--- config.mk ---
export PLATFORM = sky130hd
export DESIGN_NAME = spi_master
export DESIGN_NICKNAME = d
export VERILOG_FILES = /design/src/rtl/spi_master.sv
export SDC_FILE = /design/constraint.sdc
export NUM_CORES = 1
export LEC_CHECK = 0
export CORE_AREA = 2 2 102 55
export CTS_BUF_LIST = sky130_fd_sc_hd__clkbuf_4
export DETAILED_ROUTE_END_ITERATION = 8
export DIE_AREA = 0 0 104 57
export PLACE_DENSITY = 0.58
export SLEW_MARGIN = 5
export SYNTH_ARGS = -nofsm -noshare
export SYNTH_HDL_FRONTEND = slang
export SYNTH_SLANG_ARGS = --single-unit
--- constraint.sdc ---
create_clock -name clk -period 5.19 [get_ports clk]
set_input_delay 1.038 -clock clk [delete_from_list [all_inputs] [get_ports clk]]
set_output_delay 1.038 -clock clk [all_outputs]
set_load 0.005 [all_outputs]
--- src/rtl/spi_master.sv ---
// SPI command master: SEL + 10-bit {cmd,payload} shift, optional turnaround/receive, then SS_n gap.
// Optional sticky request-dropped flag: define SPI_MASTER_ERR_EN.
module spi_master #(
    parameter int RD_TURN = 2,
    parameter int GAP_CYC = 1
) (
    input  logic       clk,
    input  logic       rst_n,
    input  logic       i_start,
    input  logic [1:0] i_cmd,
    input  logic [7:0] i_payload,
    input  logic       i_miso,
    input  logic       i_err_clr,
    output logic       o_ss_n,
    output logic       o_mosi,
    output logic       o_busy,
    output logic       o_done,
    output logic [7:0] o_rd_data,
    output logic       o_rd_valid,
    output logic       o_err
);

    localparam logic [3:0] TURN_LD   = 4'(RD_TURN - 1);
    localparam logic [3:0] GAP_LD    = 4'(GAP_CYC - 1);
    localparam logic       GAP_MULTI = (GAP_CYC > 1);

    typedef enum logic [2:0] {S_IDLE, S_SEL, S_SHIFT, S_TURN, S_RECV, S_GAP} state_t;

    state_t     r_state;
    logic [9:0] r_word;
    logic [3:0] r_cnt;
    logic [6:0] r_sh;
    logic       r_ss_n, r_mosi, r_busy, r_done, r_rd_valid;
    logic [7:0] r_rd_data;

    // busy drops in the last GAP cycle, so a start there chains frames with exactly GAP_CYC high cycles
    always_ff @(posedge clk or negedge rst_n) begin
        if (!rst_n) begin
            r_state    <= S_IDLE;
            r_word     <= '0;
            r_cnt      <= '0;
            r_sh       <= '0;
            r_ss_n     <= 1'b1;
            r_mosi     <= 1'b0;
            r_busy     <= 1'b0;
            r_done     <= 1'b0;
            r_rd_valid <= 1'b0;
            r_rd_data  <= '0;
        end else begin
            r_done     <= 1'b0;
            r_rd_valid <= 1'b0;
            case (r_state)
                S_IDLE, S_GAP: begin
                    if (r_busy) begin
                        r_cnt  <= r_cnt - 4'd1;
                        r_busy <= (r_cnt != 4'd1);
                    end else if (i_start) begin
                        r_state <= S_SEL;
                        r_word  <= {i_cmd, i_payload};
                        r_busy  <= 1'b1;
                        r_ss_n  <= 1'b0;
                        r_mosi  <= i_cmd[1];
                    end else begin
                        r_state <= S_IDLE;
                    end
                end
                S_SEL: begin
                    r_state <= S_SHIFT;
                    r_mosi  <= r_word[9];
                    r_cnt   <= 4'd9;
                end
                S_SHIFT: begin
                    if (r_cnt != 4'd0) begin
                        r_mosi <= r_word[r_cnt - 4'd1];
                        r_cnt  <= r_cnt - 4'd1;
                    end else if (r_word[9:8] == 2'b11) begin
                        r_state <= S_TURN;
                        r_mosi  <= 1'b0;
                        r_cnt   <= TURN_LD;
                    end else begin
                        r_state <= S_GAP;
                        r_mosi  <= 1'b0;
                        r_ss_n  <= 1'b1;
                        r_done  <= 1'b1;
                        r_cnt   <= GAP_LD;
                        r_busy  <= GAP_MULTI;
                    end
                end
                S_TURN: begin
                    if (r_cnt != 4'd0) begin
                        r_cnt <= r_cnt - 4'd1;
                    end else begin
                        r_state <= S_RECV;
                        r_cnt   <= 4'd7;
                    end
                end
                S_RECV: begin
                    r_sh <= {r_sh[5:0], i_miso};
                    if (r_cnt != 4'd0) begin
                        r_cnt <= r_cnt - 4'd1;
                    end else begin
                        r_state    <= S_GAP;
                        r_ss_n     <= 1'b1;
                        r_done     <= 1'b1;
                        r_rd_valid <= 1'b1;
                        r_rd_data  <= {r_sh, i_miso};
                        r_cnt      <= GAP_LD;
                        r_busy     <= GAP_MULTI;
                    end
                end
                default: r_state <= S_IDLE;
            endcase
        end
    end

    assign o_ss_n     = r_ss_n;
    assign o_mosi     = r_mosi;
    assign o_busy     = r_busy;
    assign o_done     = r_done;
    assign o_rd_valid = r_rd_valid;
    assign o_rd_data  = r_rd_data;

`ifdef SPI_MASTER_ERR_EN
    logic r_err;

    // a dropped request outranks a clear in the same cycle
    always_ff @(posedge clk or negedge rst_n) begin
        if (!rst_n)
            r_err <= 1'b0;
        else if (i_start && r_busy)
            r_err <= 1'b1;
        else if (i_err_clr)
            r_err <= 1'b0;
    end

    assign o_err = r_err;
`else
    logic w_unused_err_clr;
    assign w_unused_err_clr = i_err_clr;
    assign o_err = 1'b0;
`endif

endmodule

* After elaboration in Yosys (flattened, before gate mapping)
Index checks and enable logic that the tools add are counted.
** Storage, ports and cells
- Bits in registers :: 37
- Input bits :: 15
- Logic and storage cells :: 77
** Cells by class
- $add $sub $neg :: 1
- $lt $le $gt $ge :: 1
- Eq/ne operators :: 14
- Mux-type cells :: 36
- Bitwise operators :: 2
- Reductions and logical operators :: 13
** Operators with widths (count)
- 1-bit two-way mux :: 20
- 4-bit one-hot mux with 5 select lines :: 1
- 4-bit two-way mux :: 4
- 3-bit two-way mux :: 5
- 3-bit one-hot mux with 5 select lines :: 1
- 2-bit inequality test, second input constant :: 7
- 1-bit one-hot mux with 3 select lines :: 3
- 4-bit AND reduction :: 2
- 3-bit by 2-bit equality test with 1-bit output, second input constant :: 2
- 3-bit equality test, second input constant :: 2
- 3-bit AND reduction :: 2
- 6-bit AND reduction :: 1
- 3-bit nonzero test :: 2
- 4-bit by 5-bit < comparator with 1-bit output, second input constant :: 1
- 5-bit nonzero test :: 1
- 1-bit binary-select mux with 4-bit select :: 1
- 4-bit by 1-bit inequality test with 1-bit output, second input constant :: 1
- 2-bit AND reduction :: 2
- 4-bit nonzero test :: 1
- 4-bit by 1-bit subtractor with 4-bit output, second input constant :: 1
- 3-bit by 1-bit equality test with 1-bit output, second input constant :: 1
- 3-bit logical NOT :: 1
- 2-bit equality test, second input constant :: 1
- 1-bit inverter :: 2
- other kinds (2) :: 2

* Logic depth before layout (Yosys ltp)
Gate-level depths: netlist of the first run.
- Depth after elaboration :: 5
- Mapped depth :: 9

* Least setup slack after synthesis of the first run
OpenSTA, ideal clock, no wires.
- Kind :: register to register
- Start point :: reg r_cnt[0]
- End point :: reg r_cnt[1]
- Arrival :: 2022 ps
- Path slack :: 3042 ps
- Cell stages (with the launch flop) :: 10
- Path buffers :: 2
- Cell sequence :: dfrtp_1 -> buf_2 -> inv_1 -> ha_1 -> buf_2 -> or4b_4 -> a31oi_2 -> or2_2 -> a21oi_1 -> a311o_1
** On the way
- Longest elaborated chain between the ends :: 3
** RTL lines
- start, declared :: line 31 : logic [3:0] r_cnt;
- start signal, assigned :: line 55 : r_cnt <= r_cnt - 4'd1;
- start signal, assigned :: line 75 : r_cnt <= r_cnt - 4'd1;
- start signal, assigned :: line 91 : r_cnt <= r_cnt - 4'd1;
- 4-bit by 1-bit subtractor with 4-bit output or 4-bit nonzero test (tied branches)
- 4-bit two-way mux, on equally long branches
- 4-bit one-hot mux with 5 select lines * :: line 52 : case (r_state)
Every way passes the cells marked *; elsewhere a longest branch is shown, timed or not. The select of a mux whose other input is x is not followed.
A chain may end at the register's enable or synchronous reset.

* Worst setup path in the final report of the first run
- Start point :: reg r_busy (netlist: o_busy)
- End point :: out o_busy
** RTL lines
- start, declared :: line 33 : logic r_ss_n, r_mosi, r_busy, r_done, r_rd_valid;
- start signal, assigned :: line 56 : r_busy <= (r_cnt != 4'd1);
- end, declared :: line 16 : output logic o_busy,
No word-level cell between the ends.

==> metrics, run 1 <==
fin. max-slew vios 0; synthesized area per cell 10.8 um2; RSZ-0062 raised after global routing false; GRT Total Usage 0.150; net count after synthesis 195; CP Max Fanout 11; crit end category primary output; I/O Buffers 26; CP top delay family flip-flops; Synth Warn # 0; Worst setup SP type register; Netlist cell types 44; DRC violations left 0; detailed placer's ending HPWL 2850 um; critical path required time 4.15 ns; slowest CP cell dfrtp_1; routed via count 1404; drt first pass iters 4; synthesis-stage register bit count 37; crit path DAT 1.51 ns; mux share of post-synthesis cell area 0.191; vias in the first global route 1338; Placer Congestion 0.891; Die H 57 um; number of cell rows 19; core area 5130 um2; Synth Area in Compound Gates 0.113; Slew @ Worst Pin 0.629 ns; full die area 5930 um2; Crit Path Class reg -> out; largest net degree at the start of global routing 38; H-tree levels 2; antenna violations before repair 0; Synth top area share 0.467; Post-Route WL 4030 um; num ports 29; status finished, final reports clean; CTS Buf Count 5; Tcrit/Tclk final 0.491; first-pass GRT wire length 6890 um; share of cells above drive strength 1 0.214; Hold Fails Final Rpt 0; largest cells by area after synthesis dfrtp_1 47%, mux2_2 15%, a21oi_1 3.1%; TritonCTS clock tree built; largest family of logic cells by synthesized area multiplexers; Peak supply drop 249 uV; Synth Area in Simple Gates 0.131; crit-path cells clkdlybuf4s50_1; clock-pin slew on the worst setup and hold paths 0.12 ns; post-synth top area cell dfrtp_1; Pwr Density 596 nW/um2; DR WL/cell 14.7 um; post-synthesis sequential area ratio 0.481; DRT iter0 DRCs 119; Hold-fix buffers, CTS 0; worst path bufs/invs 1; synthesized cell area 1930 um2; root buffer cell clkbuf_4; P_leak 0.985 nW; Bufs on Longest Clock Path 2; EDFF count, synth 0; Sinks on Clock Net 37; post_cts resized 0; # Post-CTS Setup Buffers 0; post-synthesis adder-cell area fraction 0.0182; Syn Inst Count 178; Die Wd 104 um; Final nets 217; max cap viols 0; starting density of the core 0.376; Ant. Diodes 0; XOR/XNOR share of the synthesized area 0.0182; Skew-Pair Late Insertion Delay 0.35 ns; post-route ant nets 0; hold crit path type reg -> reg; maximum clock frequency 392 MHz; Post-Route Setup TNS 0 ns; Layout Skew 0.00574 ns; final setup violating endpoints 0; Main synth FF type dfrtp_1; Critical Path Max Stage Delay 0.59 ns; via/cell ratio 5.12; Overflow after GRT 0; Max-slew headroom 0.578; crit path time final 2.55 ns; worst hold slack 0.518 ns; Async SR Flop Fraction 1.00; Layout area overhead 19.6%
stage by stage:
step                setup WS (ns)  std cells   util  total power, mW  cell area [um2]
global placement             2.59        266  0.433             1.16             2220
global route                 2.55        274  0.450             1.49             2310
floorplan                    3.04        178      -             1.01             1930
CTS                          2.63        274  0.450             1.39             2310
detailed placement           2.52        266  0.433             1.17             2220
finish                       2.64        274  0.450             1.38             2310
state kept, by name (all words and copies together), names as in the netlist:
name and cells:
o_busy 1, o_ss_n 1, r_sh 7, o_rd_valid 1, r_cnt 4, o_done 1, o_mosi 1, r_state 3
o_rd_data 8, r_word 10
placed cells by master (no fill, tap or decap), types with 2 or more instances in the layout:
cell type | Yosys | layout
dfrtp_1 | 36 | 36
clkdlybuf4s50_1 | 0 | 26
mux2_2 | 25 | 25
nor2_1 | 14 | 14
a21oi_1 | 12 | 12
nand2_1 | 11 | 11
o21ai_0 | 10 | 10
inv_1 | 7 | 7
clkbuf_4 | 0 | 5
nor2b_1 | 4 | 4
nand2b_1 | 3 | 3
xnor2_1 | 3 | 3
nand3_1 | 3 | 3
a31oi_1 | 3 | 3
nor3_1 | 3 | 3
mux2i_1 | 3 | 3
nor3b_1 | 2 | 2
a311o_1 | 2 | 2
mux4_2 | 2 | 2
ha_1 | 2 | 2
final timing paths:
kind	endpoint	slack [ns]	startpoint	depth (start not counted)
max in group asynchronous	o_ss_n$_DFFE_PN1P_	3.74	rst_n	2
setup reg to reg	r_cnt[1]$_DFFE_PN0P_	2.70	r_cnt[0]$_DFFE_PN0P_	7
setup / recovery	o_busy	2.64	o_busy$_DFFE_PN0P_	1
hold / removal	r_word[1]$_DFFE_PN0P_	0.52	r_word[1]$_DFFE_PN0P_	1
hold reg to reg	r_word[1]$_DFFE_PN0P_	0.52	r_word[1]$_DFFE_PN0P_	1
min in group asynchronous	o_rd_data[0]$_DFFE_PN0N_	1.09	rst_n	2
cell usage after synthesis (all sizes together), types with 2 or more instances:
library cell  instances
buf                   9
a311o                 2
nand3                 3
dfrtp                36
inv                   7
mux2i                 3
mux4                  2
nand2b                3
a21oi                12
nor2                 14
clkbuf                3
mux2                 26
nand2                12
nor2b                 4
ha                    2
a31oi                 4
o21ai                11
nor3b                 3
nor3                  4
xnor2                 3
power by group:
| group | internal (mW) | switching, mW | leakage [nW] | total, mW |
|---|---|---|---|---|
| registers | 0.392 | 0.150 | 0.473 | 0.543 |
| clock network | 0.102 | 0.107 | 0.0414 | 0.209 |
| logic | 0.334 | 0.292 | 0.471 | 0.626 |
| total | 0.828 | 0.549 | 0.985 | 1.38 |
per-layer routing:
| layer | share of wire | track usage | up-vias | routed length, um |
|---|---|---|---|---|
| met1 | 0.50 | 0.230 | 678 | 2030 |
| met4 | 0.0097 | 0.0425 | 0 | 39 |
| li1 | - | - | 674 | - |
| met2 | 0.41 | 0.198 | 46 | 1660 |
| met3 | 0.074 | 0.0514 | 6 | 300 |
| met5 | 0 | 0 | - | 0 |
cell type report:
| cell class | count | area (um2) |
|---|---|---|
| Clock buffer | 5 | 37.5 |
| Tap cell | 73 | 91.3 |
| Fill cell | 511 | 2830 |
| Clock inverter | 3 | 46.3 |
| Timing Repair Buffer | 27 | 268 |
| Multi-Input combinational cell | 122 | 912 |
| Sequential cell | 37 | 927 |
| Inverter | 7 | 26.3 |
cells by family after synthesis:
family | after synthesis
compound gates | 35
other cells | 1
xor+xnor | 4
fa+ha+maj | 3
simple gates | 48
flops | 37
buf+inv | 19
mux | 31
No activity file was read; power rests on OpenSTA's default activity.
==> run 2, diff against run 1 <==
==> constraint.sdc (replaced) <==
create_clock -name clk -period 2.4 [get_ports clk]
set_input_delay 0.48 -clock clk [delete_from_list [all_inputs] [get_ports clk]]
set_output_delay 0.48 -clock clk [all_outputs]
set_load 0.005 [all_outputs]
==> run 2 against run 1 <==
Utilization increased by 0.44 points. Via count increased by 2.9%. Clock power increased by 56%. Largest cell class unchanged. Cell count increased by 2.6%. Die area is the same. Cell area up 0.98%. Clock skew grew 0.0021 ns. Global-route usage is 0.48 points higher.
==> metrics, run 2 (synthesized netlist as in run 1, its figures left out) <==
RSZ-0062 raised after global routing false; detailed placer's ending HPWL 3060 um; Post-Route Setup TNS 0 ns; hold wc startpoint o_rd_data[0]$_DFFE_PN0N_; starting density of the core 0.376; commonest cells after routing, fill and taps aside 36 x dfrtp_1, 26 x clkdlybuf4s50_1, 25 x mux2_2, 14 x nor2_1, 12 x a21oi_1; Fill cells 503; Final nets 224; crit path time final 2.10 ns; via/cell ratio 5.14; worst hold path depth 1; share of cells above drive strength 1 0.231; Peak supply drop 458 uV; Die H 57 um; Tcrit/Tclk final 0.877; post-route ant nets 0; Bufs on Longest Clock Path 2; total power 2.95 mW; clock-pin slew on the worst setup and hold paths 0.11 ns; Post-Route WL 4130 um; crit path DAT 2.34 ns; Worst Reg2Reg Path Length in Cells 7; Sinks on Clock Net 37; root buffer cell clkbuf_4; critical path required time 2.63 ns; CP Max Fanout 4; Layout area overhead 20.8%; DR WL/cell 14.7 um; crit end category register; I/O Buffers 26; Worst R2R End r_cnt[1]$_DFFE_PN0P_; drt first pass iters 5; reg2reg setup slack 0.30 ns; dpl ws 0.344 ns; hold crit path type reg -> reg; post_cts resized 0; DRC violations left 0; FF-to-FF Start r_cnt[0]$_DFFE_PN0P_; # Post-CTS Setup Buffers 0; largest net degree at the start of global routing 38; maximum clock frequency 475 MHz; setup slack after layout 0.296 ns; core area 5130 um2; Placer Congestion 0.920; Hold-fix buffers, CTS 0; Hold Fails Final Rpt 0; TritonCTS clock tree built; largest reg by FF count r_word; leading cell type in the layout, fill and taps excluded dfrtp_1; first-pass GRT wire length 7150 um; num ports 29; Worst Hold Path EP o_rd_data[0]$_DFFE_PN0N_; P_leak 1.01 nW; DRT iter0 DRCs 63; Overflow after GRT 0; vias in the first global route 1430; Skew-Pair Late Insertion Delay 0.34 ns; fin. max-slew vios 0; CTS Buf Count 5; routed via count 1445; worst hold slack 0.513 ns; Crit Path Class reg -> reg; full die area 5930 um2; Worst setup SP type register; Ant. Diodes 0; flip-flop count of the largest register after layout 10; Pwr Density 1270 nW/um2; antenna violations before repair 0; number of cell rows 19; Die Wd 104 um; Layout Skew 0.00782 ns; final setup violating endpoints 0; GRT Total Usage 0.155; max cap viols 0; status finished, final reports clean; H-tree levels 2
-- run 2: cell types whose count changed in the layout (fill, tap and decap cells not counted) --
cell	previous run	this run
bufinv_16	1	0
buf_4	1	8
clkinvlp_4	1	0
clkinv_4	1	0
inv_6	0	1
clkinv_1	0	2
-- run 2: area by class of cell --
cell class              instances  area [um2]  share of cell area
clock buffers                   5        37.5              0.0161
clock inverters                 3        16.3             0.00698
inverters                       7        26.3              0.0113
multi-input cells             122         912               0.391
flip-flops and latches         37         927               0.398
well taps                      73        91.3              0.0392
repair buffers                 34         320               0.137
-- run 2: how the worst max path moves through the flow --
stage	startpoint	end	slack, ns	cells past startpoint
CTS	r_cnt[0]$_DFFE_PN0P_	r_cnt[1]$_DFFE_PN0P_	0.31	7
detailed placement	r_cnt[0]$_DFFE_PN0P_	r_cnt[1]$_DFFE_PN0P_	0.34	7
floorplan	r_cnt[0]$_DFFE_PN0P_	r_cnt[1]$_DFFE_PN0P_	0.25	9
global placement	r_cnt[0]$_DFFE_PN0P_	r_cnt[1]$_DFFE_PN0P_	0.37	7
finish	r_cnt[0]$_DFFE_PN0P_	r_cnt[1]$_DFFE_PN0P_	0.30	7
global route	r_cnt[1]$_DFFE_PN0P_	o_rd_data[2]$_DFFE_PN0N_	0.22	6
-- run 2: layer usage --
| layer | wire length, um | share of wire | vias up | global-route usage |
|---|---|---|---|---|
| met5 | 0 | 0 | - | 0 |
| met4 | 13 | 0.0031 | 0 | 0.0309 |
| met3 | 288 | 0.070 | 4 | 0.0549 |
| met2 | 1710 | 0.41 | 54 | 0.223 |
| met1 | 2120 | 0.51 | 699 | 0.228 |
| li1 | - | - | 688 | - |
-- run 2: power breakdown --
part           internal, mW  switching [mW]  total (mW)  leakage [nW]
Sequential            0.851           0.213        1.06         0.473
Clock                 0.111           0.214       0.326        0.0307
Combinational         0.784           0.776        1.56         0.506
Total                  1.75            1.20        2.95          1.01
-- run 2: critical path: stages, from the launching register on --
cell,delay (ns)
dfrtp_1,0.40
inv_1,0.10
ha_1,0.20
or4b_4,0.52
a31oi_2,0.25
or2_2,0.18
a21oi_1,0.07
a311o_1,0.28
-- run 2: stage by stage --
step / cell area, um2 / std cells / util
global route: 2330 / 281 / 0.454
global placement: 2280 / 273 / 0.443
floorplan: 1930 / 178 / -
finish: 2330 / 281 / 0.454
CTS: 2330 / 281 / 0.454
detailed placement: 2280 / 273 / 0.443
==> run 3, diff against run 2 <==
--- a/config.mk
+++ b/config.mk
@@ -10,6 +10,7 @@
 export DETAILED_ROUTE_END_ITERATION = 8
 export DIE_AREA = 0 0 104 57
 export PLACE_DENSITY = 0.58
+export RECOVER_POWER = 50
 export SLEW_MARGIN = 5
 export SYNTH_ARGS = -nofsm -noshare
 export SYNTH_HDL_FRONTEND = slang
==> run 3 against run 2 <==
Combinational power is essentially flat. Cell area shrank 0.43%. Clock power is essentially flat. Utilization shrank 0.19 points. Clock skew grew 0.0010 ns. Non-clock buffer count is the same. First-iteration DRC count is the same. Fmax shrank 3.0%. Die area is the same. Sequential share of layout area grew 0.17 points. Largest power group unchanged. Highest routed layer unchanged.
==> metrics, run 3 (synthesized netlist as in run 1, its figures left out) <==
RSZ-0062 raised after global routing false; Die H 57 um; Skew-Pair Late Insertion Delay 0.34 ns; clock-pin slew on the worst setup and hold paths 0.11 ns; worst hold path depth 1; share of cells above drive strength 1 0.221; setup slack after layout 0.231 ns; first-pass GRT wire length 7150 um; drt first pass iters 4; Hold-fix buffers, CTS 0; CP Max Fanout 4; hold wc startpoint o_rd_data[0]$_DFFE_PN0N_; Worst R2R End r_cnt[1]$_DFFE_PN0P_; Ant. Diodes 0; full die area 5930 um2; antenna violations before repair 0; busiest grt layer met1; post_cts resized 0; Overflow after GRT 0; placed cell area 2280 um2; Die Wd 104 um; dpl ws 0.344 ns; Slew @ Worst Pin 0.898 ns; via/cell ratio 5.06; Tcrit/Tclk final 0.904; final setup violating endpoints 0; met2 Use GR 0.223; Worst setup SP type register; crit path time final 2.17 ns; largest reg by FF count r_word; leading cell type in the layout, fill and taps excluded dfrtp_1; Layout Skew 0.00887 ns; crit path DAT 2.40 ns; Worst Hold Path EP o_rd_data[0]$_DFFE_PN0N_; GRT met1 Usage 0.228; P_leak 1.00 nW; FF-to-FF Start r_cnt[0]$_DFFE_PN0P_; routed via count 1422; CP top delay family simple AND/OR/NAND/NOR gates; Crit Path Class reg -> reg; slowest CP cell or4b_1; DRC violations left 0; number of cell rows 19; I/O Buffers 26; Worst Reg2Reg Path Length in Cells 7; critical path required time 2.63 ns; H-tree levels 2; Post-Route WL 4110 um; Final nets 224; Post-Route Setup TNS 0 ns; post-route ant nets 0; commonest cells after routing, fill and taps aside 36 x dfrtp_1, 25 x mux2_2, 25 x clkdlybuf4s50_1, 14 x nor2_1, 12 x a21oi_1; Final Cell Area 2320 um2; # Post-CTS Setup Buffers 0; hold crit path type reg -> reg; num ports 29; Peak supply drop 457 uV; max cap viols 0; vias in the first global route 1430; starting density of the core 0.376; Bufs on Longest Clock Path 2; crit-path cells inv_1 > ha_1 > or4b_1 > a31oi_2 > or2_2 > a21oi_1 > a311o_1; Critical Path Max Stage Delay 0.55 ns; reg2reg setup slack 0.23 ns; Placer Congestion 0.920; Max-slew headroom 0.401; status finished, final reports clean; largest net degree at the start of global routing 38; GRT Total Usage 0.155; flip-flop count of the largest register after layout 10; CTS Buf Count 5; core area 5130 um2; TritonCTS clock tree built; Hold Fails Final Rpt 0; maximum clock frequency 461 MHz; DR WL/cell 14.6 um; met3 usage 0.0549; fin. max-slew vios 0; detailed placer's ending HPWL 3060 um; root buffer cell clkbuf_4; worst path bufs/invs 1; crit end category register; Sinks on Clock Net 37; Layout area overhead 20.3%; Pwr Density 1260 nW/um2; DRT iter0 DRCs 63
-- run 3: changes by cell type in the layout (fill, tap and decap cells not counted) --
cell             change
buf_4                -2
clkbuf_1             +1
clkbuf_2             +1
clkdlybuf4s50_1      -1
dlygate4sd3_1        +1
or4b_1               +1
or4b_4               -1
-- run 3: report_power, final --
group	total, mW	internal, mW	switching (mW)	leakage [nW]
Sequential	1.06	0.851	0.210	0.473
Combinational	1.55	0.774	0.773	0.500
Clock	0.326	0.111	0.215	0.0307
-- run 3: worst max-delay path by stage --
stage / from / to / slack [ns] / depth (start not counted)
final: r_cnt[0]$_DFFE_PN0P_ / r_cnt[1]$_DFFE_PN0P_ / 0.23 / 7
after global routing: r_cnt[1]$_DFFE_PN0P_ / r_cnt[1]$_DFFE_PN0P_ / 0.13 / 7
after CTS: r_cnt[0]$_DFFE_PN0P_ / r_cnt[1]$_DFFE_PN0P_ / 0.31 / 7
after detailed placement: r_cnt[0]$_DFFE_PN0P_ / r_cnt[1]$_DFFE_PN0P_ / 0.34 / 7
after global placement: r_cnt[0]$_DFFE_PN0P_ / r_cnt[1]$_DFFE_PN0P_ / 0.37 / 7
after floorplan: r_cnt[0]$_DFFE_PN0P_ / r_cnt[1]$_DFFE_PN0P_ / 0.25 / 9
-- run 3: worst register-to-register path, cell delays in order (launching register included) --
cell and delay (ns):
dfrtp_1 0.40, inv_1 0.11, ha_1 0.20, or4b_1 0.56
a31oi_2 0.27, or2_2 0.18, a21oi_1 0.07, a311o_1 0.28
-- run 3: metrics by stage --
| stage | instances | power [mW] | hold slack, ns | utilization |
|---|---|---|---|---|
| 2_1_floorplan | 178 | 2.18 | 0.184 | - |
| 3_3_place_gp | 273 | 2.60 | 0.479 | 0.443 |
| 3_5_place_dp | 273 | 2.62 | 0.492 | 0.443 |
| 4_1_cts | 281 | 2.96 | 0.520 | 0.454 |
| 5_1_grt | 281 | 3.19 | 0.539 | 0.452 |
| 6_report | 281 | 2.93 | 0.513 | 0.452 |
-- run 3: per-layer routing --
metal,vias up,share of wire
met3,2,0.080
met4,0,0.0019
met2,49,0.41
met5,-,0
li1,687,-
met1,684,0.50
-- run 3: layout make-up --
class	count	area [um2]
repair buffers	34	314
clock buffers	5	37.5
fillers	504	2810
multi-input cells	122	908
flip-flops and latches	37	927
well taps	73	91.3
inverters	7	26.3
clock inverters	3	16.3
